## src/rtl/aref_scheduler.sv

```systemverilog
// Periodic auto-refresh scheduler: forwards host instruction pairs to the two-slot
// dispatcher and, on each tREFI expiry, injects PRE-all / WAIT tRP / REF / WAIT tRFC.
module aref_scheduler #(
  parameter logic [9:0]  T_RP_CYC    = 10'd10,
  parameter logic [27:0] DEF_TRFC    = 28'd160,
  parameter int unsigned MAX_PENDING = 8
) (
  input  logic        clk,
  input  logic        rst,
  input  logic        aref_set_interval,
  input  logic [27:0] aref_interval,
  input  logic        aref_set_trfc,
  input  logic [27:0] aref_trfc,
  input  logic        host_hold,
  input  logic        host_en0,
  input  logic        host_en1,
  input  logic [31:0] host_instr0,
  input  logic [31:0] host_instr1,
  output logic        host_ack0,
  output logic        host_ack1,
  output logic        disp_en0,
  output logic        disp_en1,
  output logic [31:0] disp_instr0,
  output logic [31:0] disp_instr1,
  input  logic        disp_ack0,
  input  logic        disp_ack1,
  output logic        aref_busy,
  output logic [3:0]  aref_pending,
  output logic        aref_overflow,
  output logic [31:0] aref_count
);

  // Instruction layout: [31:28] type, [27] CKE, [26] CS_n, [25] RAS_n, [24] CAS_n,
  // [23] WE_n, [22:20] bank, [19:0] address (A10 = bit 10); WAIT count in [9:0].
  localparam logic [3:0]  OP_WAIT       = 4'b0001;
  localparam logic [3:0]  OP_DDR        = 4'b0100;
  localparam logic [31:0] PRE_ALL_INSTR = {OP_DDR, 1'b1, 1'b0, 1'b0, 1'b1, 1'b0, 3'b000, 20'h00400};
  localparam logic [31:0] REF_INSTR     = {OP_DDR, 1'b1, 1'b0, 1'b0, 1'b0, 1'b1, 3'b000, 20'h00000};
  localparam logic [3:0]  MAX_PEND      = 4'(MAX_PENDING);

  typedef enum logic [1:0] {ST_IDLE, ST_PRE, ST_REF} state_t;

  state_t      state, state_next;
  logic        sent0, sent1, sent0_next, sent1_next;
  logic [27:0] interval_r, trfc_r, counter;
  logic [3:0]  pending, pending_next;
  logic        overflow_set;
  logic        wrap, done0, done1, seq_done, ref_done;
  logic [9:0]  trfc_wait, rp_wait;

  assign wrap = (interval_r != 28'd0) && !aref_set_interval &&
                (counter == interval_r - 28'd1);

  // Odd WAIT counts keep the dispatcher from swapping its slot sources.
  assign trfc_wait = ((trfc_r > 28'd1023) ? 10'h3FF : trfc_r[9:0]) | 10'd1;
  assign rp_wait   = T_RP_CYC | 10'd1;

  // A slot outside IDLE only drives en while unsent, so ack alone marks it done.
  assign done0    = sent0 | disp_ack0;
  assign done1    = sent1 | disp_ack1;
  assign seq_done = (state != ST_IDLE) && done0 && done1;
  assign ref_done = seq_done && (state == ST_REF);

  always_comb begin
    pending_next = pending;
    overflow_set = 1'b0;
    if (wrap && !ref_done) begin
      if (pending == MAX_PEND) overflow_set = 1'b1;
      else                     pending_next = pending + 4'd1;
    end else if (ref_done && !wrap) begin
      pending_next = pending - 4'd1;
    end
  end

  always_comb begin
    // NOTE: every output of this block gets a default first so no path infers a latch.
    state_next  = state;
    sent0_next  = sent0;
    sent1_next  = sent1;
    disp_en0    = 1'b0;
    disp_en1    = 1'b0;
    host_ack0   = 1'b0;
    host_ack1   = 1'b0;
    disp_instr0 = host_instr0;
    disp_instr1 = host_instr1;
    case (state)
      ST_IDLE: begin
        disp_en0  = host_en0;
        disp_en1  = host_en1;
        host_ack0 = host_en0 & disp_ack0;
        host_ack1 = host_en1 & disp_ack1;
        // Leave only at a pair boundary so a half-accepted host pair is never split.
        if ((pending != 4'd0) && !host_hold &&
            (!host_en0 || disp_ack0) && (!host_en1 || disp_ack1))
          state_next = ST_PRE;
      end
      ST_PRE, ST_REF: begin
        disp_en0    = ~sent0;
        disp_en1    = ~sent1;
        disp_instr0 = (state == ST_PRE) ? PRE_ALL_INSTR : REF_INSTR;
        disp_instr1 = {OP_WAIT, 18'd0, (state == ST_PRE) ? rp_wait : trfc_wait};
        if (seq_done) begin
          sent0_next = 1'b0;
          sent1_next = 1'b0;
          if (state == ST_PRE)
            state_next = ST_REF;
          else
            state_next = ((pending_next != 4'd0) && !host_hold) ? ST_PRE : ST_IDLE;
        end else begin
          sent0_next = done0;
          sent1_next = done1;
        end
      end
      default: state_next = ST_IDLE;
    endcase
    if (rst) begin
      disp_en0  = 1'b0;
      disp_en1  = 1'b0;
      host_ack0 = 1'b0;
      host_ack1 = 1'b0;
    end
  end

  // NOTE: sequential state uses non-blocking assignments so every register samples pre-edge values.
  always_ff @(posedge clk) begin
    if (rst) begin
      state         <= ST_IDLE;
      sent0         <= 1'b0;
      sent1         <= 1'b0;
      interval_r    <= 28'd0;
      trfc_r        <= DEF_TRFC;
      counter       <= 28'd0;
      pending       <= 4'd0;
      aref_overflow <= 1'b0;
      aref_count    <= 32'd0;
    end else begin
      state   <= state_next;
      sent0   <= sent0_next;
      sent1   <= sent1_next;
      pending <= pending_next;
      if (overflow_set) aref_overflow <= 1'b1;
      if (ref_done)     aref_count    <= aref_count + 32'd1;
      if (aref_set_trfc) trfc_r <= aref_trfc;
      if (aref_set_interval) begin
        interval_r <= aref_interval;
        counter    <= 28'd0;
      end else if (interval_r != 28'd0) begin
        counter <= wrap ? 28'd0 : counter + 28'd1;
      end
    end
  end

  assign aref_busy    = (state != ST_IDLE);
  assign aref_pending = pending;

endmodule

```

## config.mk

```make
export PLATFORM = sky130hd
export DESIGN_NAME = aref_scheduler
export DESIGN_NICKNAME = d
export VERILOG_FILES = /design/src/rtl/aref_scheduler.sv
export SDC_FILE = /design/constraint.sdc
export NUM_CORES = 1
export LEC_CHECK = 0
export BUFFER_PORTS_ARGS = -buffer_cell sky130_fd_sc_hd__buf_2
export CAP_MARGIN = 0
export CORE_MARGIN = 4
export CORE_UTILIZATION = 55
export CTS_CLUSTER_DIAMETER = 200
export DETAILED_ROUTE_END_ITERATION = 7
export GPL_TIMING_DRIVEN = 1
export PLACE_DENSITY = 0.87
export SETUP_SLACK_MARGIN = 0.1
export SYNTH_ARGS = -nofsm -noshare
export SYNTH_HDL_FRONTEND = slang
export SYNTH_SLANG_ARGS = --single-unit
```

## constraint.sdc

```tcl
create_clock -name clk -period 10.4 [get_ports clk]
set_clock_uncertainty 0.2 [all_clocks]
set_input_delay 1.04 -clock clk [delete_from_list [all_inputs] [get_ports clk]]
set_output_delay 1.04 -clock clk [all_outputs]
set_load 0.02 [all_outputs]
```

== After elaboration in Yosys (flattened, before gate mapping) ==
Cells that the tools add are included.

* Register bits after elaboration: 125
* Input bits: 129
* Output and inout port bits: 106
* Logic and storage cells: 80

* Add/subtract/negate cells: 5
* Magnitude comparators: 1
* Eq/ne operators: 6
* Mux-type cells: 26
* Bitwise operators: 6
* Reductions and logical operators: 27

{| class="wikitable"
|+ Operator list
! cell !! number
|-
| 32-bit two-way mux || 2
|-
| 32-bit by 1-bit adder with 32-bit output (second input constant) || 1
|-
| 28-bit by 1-bit adder with 28-bit output (second input constant) || 1
|-
| 28-bit == test || 1
|-
| 28-bit by 10-bit greater-than comparator with 1-bit output (second input constant) || 1
|-
| 28-bit two-way mux || 1
|-
| 28-bit nonzero test || 1
|-
| 28-bit by 1-bit subtractor with 28-bit output (second input constant) || 1
|-
| 25-bit two-way mux || 1
|-
| 10-bit two-way mux || 2
|-
| 4-bit two-way mux || 3
|-
| 1-bit logical AND || 11
|-
| 1-bit two-way mux || 11
|-
| 4-bit nonzero test || 2
|-
| 1-bit zero test || 6
|-
| 2-bit two-way mux || 3
|-
| 4-bit by 1-bit adder with 4-bit output (second input constant) || 1
|-
| 4-bit == test (second input constant) || 1
|-
| 2-bit inequality test (second input constant) || 2
|-
| 1-bit one-hot mux with 2 select lines || 2
|-
| 2-bit one-hot mux with 2 select lines || 1
|-
| 2-bit OR reduction || 2
|-
| 4-bit by 1-bit subtractor with 4-bit output (second input constant) || 1
|-
| 1-bit bitwise AND || 2
|-
| 8 further kinds || 11
|}

== Longest topological paths before layout ==
* Depth in word-level cells: 13
* Gate-level depth with buffers: 15
* Depth with buffers taken out: 12

== Worst setup path before layout ==
No wires, ideal clock.

* Path kind: reg2reg
* Start point: register interval_r[0]
* End point: register state[0]
* Library setup time: 0.122 ns
* Arrival: 3.718 ns
* Required time: 10.078 ns
* Setup slack: 6.360 ns
* Stages on the path, launching flop included: 15
* Buffers on the path: 2
* Clock period less this slack: 4.040 ns
* Cell sequence: dfxtp_1 -> clkbuf_1 -> inv_1 -> ha_1 -> or3b_1 -> buf_2 -> o31a_1 -> a41o_1 -> or4_1 -> nor4_4 -> nand4_4 -> mux2_4 -> a211oi_2 -> a31oi_1 -> a311o_1

* Cells in the longest elaborated chain, start to end: 13
* Elaborated cells on any way between the ends: 16
* Classes of those cells: add/sub (1); eq/ne (1); mux (6); reduce/logical (8)

{| class="wikitable"
|+ RTL lines
! element !! RTL line !! source
|-
| start, declared || 45 || <nowiki>logic [27:0] interval_r, trfc_r, counter;</nowiki>
|-
| start signal, assigned || 145 || <nowiki>interval_r <= aref_interval;</nowiki>
|-
| 28-bit by 1-bit subtractor with 28-bit output / 28-bit nonzero test (equally long branches) || 52, 51 ||
|-
| 28-bit == test / 1-bit logical AND (equally long branches) || 52, 51 ||
|-
| 1-bit logical AND * || 51 || <nowiki>assign wrap = (interval_r != 28'd0) && !aref_set_interval &&</nowiki>
|-
| 1-bit zero test || 70 || <nowiki>end else if (ref_done && !wrap) begin</nowiki>
|-
| 1-bit logical AND || 70 ||
|-
| 4-bit two-way mux || 70 ||
|-
| 4-bit two-way mux * || 67 || <nowiki>if (wrap && !ref_done) begin</nowiki>
|-
| 4-bit nonzero test * || 108 || <nowiki>state_next = ((pending_next != 4'd0) && !host_hold) ? ST_PRE : ST_IDLE;</nowiki>
|-
| 1-bit logical AND * || 108 ||
|-
| 1-bit two-way mux * || 108 ||
|-
| 2-bit two-way mux * || 105 || <nowiki>if (state == ST_PRE)</nowiki>
|-
| 2-bit two-way mux * || 102 || <nowiki>if (seq_done) begin</nowiki>
|-
| 2-bit one-hot mux with 2 select lines * || 86 || <nowiki>case (state)</nowiki>
|-
| end signal, assigned || 137 || <nowiki>state <= state_next;</nowiki>
|-
| end, declared || 43 || <nowiki>state_t state, state_next;</nowiki>
|}

Every way passes the cells marked *; elsewhere a longest branch is shown, timed or not. The select of a mux whose other input is x is not followed.
A chain may end at the register's enable or synchronous reset.

== Worst setup path after layout ==
Same ends and word-level chain as after synthesis.

==> flow_summary.toml <==
[cts]
clk_pin_slew_ps = 60
cts_resized = 0
cts-root-buf = "clkbuf_16"
cts_made_buffers = 17
cts_buffer_depth = 2
post_cts_buffers = 0
cts_tree = "built"
clock_insertion_delay_worst_skew_ps = 420
hold_buffers = 0
clkSinkCount = 124
cts_htree_levels = 4

[min_path]
holdCritPathClass = "flop to flop"
whs_path_depth = 2
worst_hold_path.endpoint = "trfc_r[7]$_SDFFE_PP1P_"
hp-start = "trfc_r[7]$_SDFFE_PP1P_"

[synth]
synth-edff-count = 0
synth_nets = 974
synth_area_leaders = "dfxtp_1, mux2i_1, nor2_1"
synth.largest_area_cell = "dfxtp_1"
synth_mux_area_share_pct = 9.66
ys_ff_latch = 124
syn_area_sq_um = 6980
synthAdderAreaFrac_pct = 1.79
synth_compound_area_share_pct = 7.17
synth_top_family_by_area = "simple AND/OR/NAND/NOR gates"
synth.distinct_cells = 68
synth_xor_area_share_pct = 10.8
synth-main-ff-cell = "dfxtp_1"
synthArstFlopShare_pct = 0
yosysWarnings = 0
seq_area_frac_synth_pct = 35.5
netlist_instances = 835
synth_top_area_share_pct = 35.5
yosys.area_share.simple_pct = 30.8
synth.avg_cell_area_sq_um = 8.36

[floorplan]
dieArea_sq_um = 14600
core_area_sq_um = 12200
rows = 40
design.portCount = 235
start_util_pct = 57.2
die_y_microns = 121
fp.dieW_microns = 121

[global_routing]
grt-ovfl-total = 0
grt_max_degree = 95
grt_pass1_wl_microns = 32000
grt_pass1_vias = 6355
grt_usage_pct = 27.3
antenna_found_initial = 2

[power]
p_sw_share_pct = 29.9
peakVddDrop_uv = 117
pwr-share-clk_pct = 44.6
combinationalPowerShare_pct = 19.1
intPower_w = 0.000981
power_leakage_nw = 4.06
power_frac_seq_pct = 36.3
powerDensity_nw_per_um2 = 159
netSwitchingPower_w = 0.000419

[sta]
relSlewSlack_pct = 34.8
hold_viol = 0
setup_ws_ps = 6100
finalCriticalPeriod_ps = 4300
fmax_mhz = 233
fin_crit_sh_pct = 41.4
worst_pin_slew_ps = 977
final.setup.tns_ps = 0
setup_violations = 0
drv_slew = 0
rsz0062_at_grt = "false"

[detailed_routing]
top_layer_used = "met5"
wl_met3_microns = 1750
met1_length_microns = 8640
avgViaCountPerCell = 5.56
dr.pass1.iters = 6
wl_met2_microns = 9350
vias = 6814
drc = 0
avgRoutedWirePerCell_microns = 16.5
wl_microns = 20200
ant_nets = 0
first_iter_violations = 532

[critical_path]
required_ps = 10510
r2r_slack_ps = 6100
crit_path_max_fanout = 8
crit_buf_inv = 1
crit_type = "flop to flop"
worst_path_largest_cell_delay_ps = 550
end_kind = "flop"
r2r_end = "state[0]$_SDFFE_PP0P_"
critPathArrivalTime_ps = 4410
critPathSlowestCell = "or4_1"
reg2regPathDepth = 12
r2r-start = "interval_r[0]$_SDFFE_PP0P_"
startpoint_type = "flop"
critPathTopFamily = "simple AND/OR/NAND/NOR gates"
path_cells = "inv_1 > ha_1 > or3b_1 > o31a_1 > a41o_1 > or4_1 > nor4_4 > nand4_4 > mux2_4 > a211oi_2 > a31oi_1 > a311o_1"

[final_layout]
multiInputGateArea_sq_um = 4210
antennaDiodeCount = 0
final_area_sq_um = 8810
layout-drive-gt1-share_pct = 28.6
register_area_sq_um = 2480
syn2layout_area_growth_pct = 26.2
fillers = 932
finalNonFillerCells = 1226
post-route-util_pct = 72.2
final_common_cell = "buf_2"
final_cell_mix = "buf_2, nor2_1, dfxtp_1, mux2i_1, xor2_1"
nNetsFinal = 1184

[run_status]
status = "complete, no violations"

[place]
post_dp_cell_area_sq_um = 8190
io_buffers = 233
place.gp.congestion = 0.903
dp_cells = 1194
hpwlAfterDp_microns = 14900
dp_worst_setup_slack_ps = 5840

[job]
cap_viol_max_count = 0
power by group through the flow:
| stage | combinational, W | clock (W) | sequential (W) |
|---|---|---|---|
| 2_1_floorplan | 0.000187 | 0 | 0.000509 |
| 3_3_place_gp | 0.000260 | 0 | 0.000517 |
| 3_5_place_dp | 0.000264 | 0 | 0.000517 |
| 4_1_cts | 0.000266 | 0.000633 | 0.000507 |
| 5_1_grt | 0.000290 | 0.000659 | 0.000510 |
| 6_report | 0.000268 | 0.000625 | 0.000508 |
final cells by class:
cell class,instances,share of cell area [%]
flip-flops and latches,124,28.2
clock buffers,17,4.83
multi-input cells,640,47.7
clock inverters,15,2.29
well taps,168,2.39
repair buffers,236,13.5
inverters,26,1.11
tightest hold or removal path, delay by kind of cell, from the launching register on:
family / cells / cell delay, ps
flops: 1 / 330
mux: 1 / 70
simple gates: 1 / 60
through the flow:
stage / hold slack, ps / power [W]
CTS: 283 / 0.00141
global placement: 262 / 0.000777
finish: 284 / 0.00140
global route: 314 / 0.00146
floorplan: 241 / 0.000696
detailed placement: 265 / 0.000781
Yosys cell counts (8+ instances only):
| library cell | count |
|---|---|
| or2_2 | 8 |
| nor4_1 | 10 |
| nand3_1 | 23 |
| a21oi_1 | 17 |
| or4_1 | 11 |
| o21ai_0 | 13 |
| nor3_1 | 20 |
| nor2b_1 | 49 |
| xnor2_1 | 31 |
| nand2_1 | 42 |
| and4_1 | 9 |
| nor2_1 | 154 |
| mux2i_1 | 58 |
| xor2_1 | 55 |
| ha_1 | 10 |
| clkbuf_1 | 33 |
| and3_1 | 19 |
| dfxtp_1 | 124 |
| or3_1 | 12 |
| inv_1 | 26 |
| nand4_1 | 17 |
state kept, by name, summed over array words and instances (netlist names):
signal / cells
sent1: 1
aref_overflow: 1
sent0: 1
aref_pending: 4
counter: 28
interval_r: 28
aref_count: 32
state: 2
trfc_r: 27
how the worst max path moves through the flow:
stage | start | endpoint | depth (start not counted)
global placement | aref_set_interval | counter[20]$_SDFFE_PP0N_ | 9
global route | interval_r[0]$_SDFFE_PP0P_ | counter[26]$_SDFFE_PP0N_ | 10
finish | interval_r[0]$_SDFFE_PP0P_ | state[0]$_SDFFE_PP0P_ | 12
detailed placement | aref_set_interval | state[0]$_SDFFE_PP0P_ | 11
floorplan | interval_r[0]$_SDFFE_PP0P_ | state[0]$_SDFFE_PP0P_ | 14
CTS | interval_r[0]$_SDFFE_PP0P_ | state[0]$_SDFFE_PP0P_ | 12
per-layer routing:
metal / up-vias / global-route usage [%]
li1: 3294 / -
met1: 3192 / 36.5
met2: 285 / 42.1
met3: 39 / 8.19
met4: 4 / 9.28
met5: - / 0
kinds of logic (layout without fill, tap and decap cells):
family	Yosys count	count (layout)
AOI/OAI and AO/OA	74	74
xor gates and xnor gates	86	86
adders and majority gates	10	10
buffers and inverters	71	294
DFF	124	124
muxes	66	66
and+or+nand+nor	404	404
No activity file was read; power rests on OpenSTA's default activity.
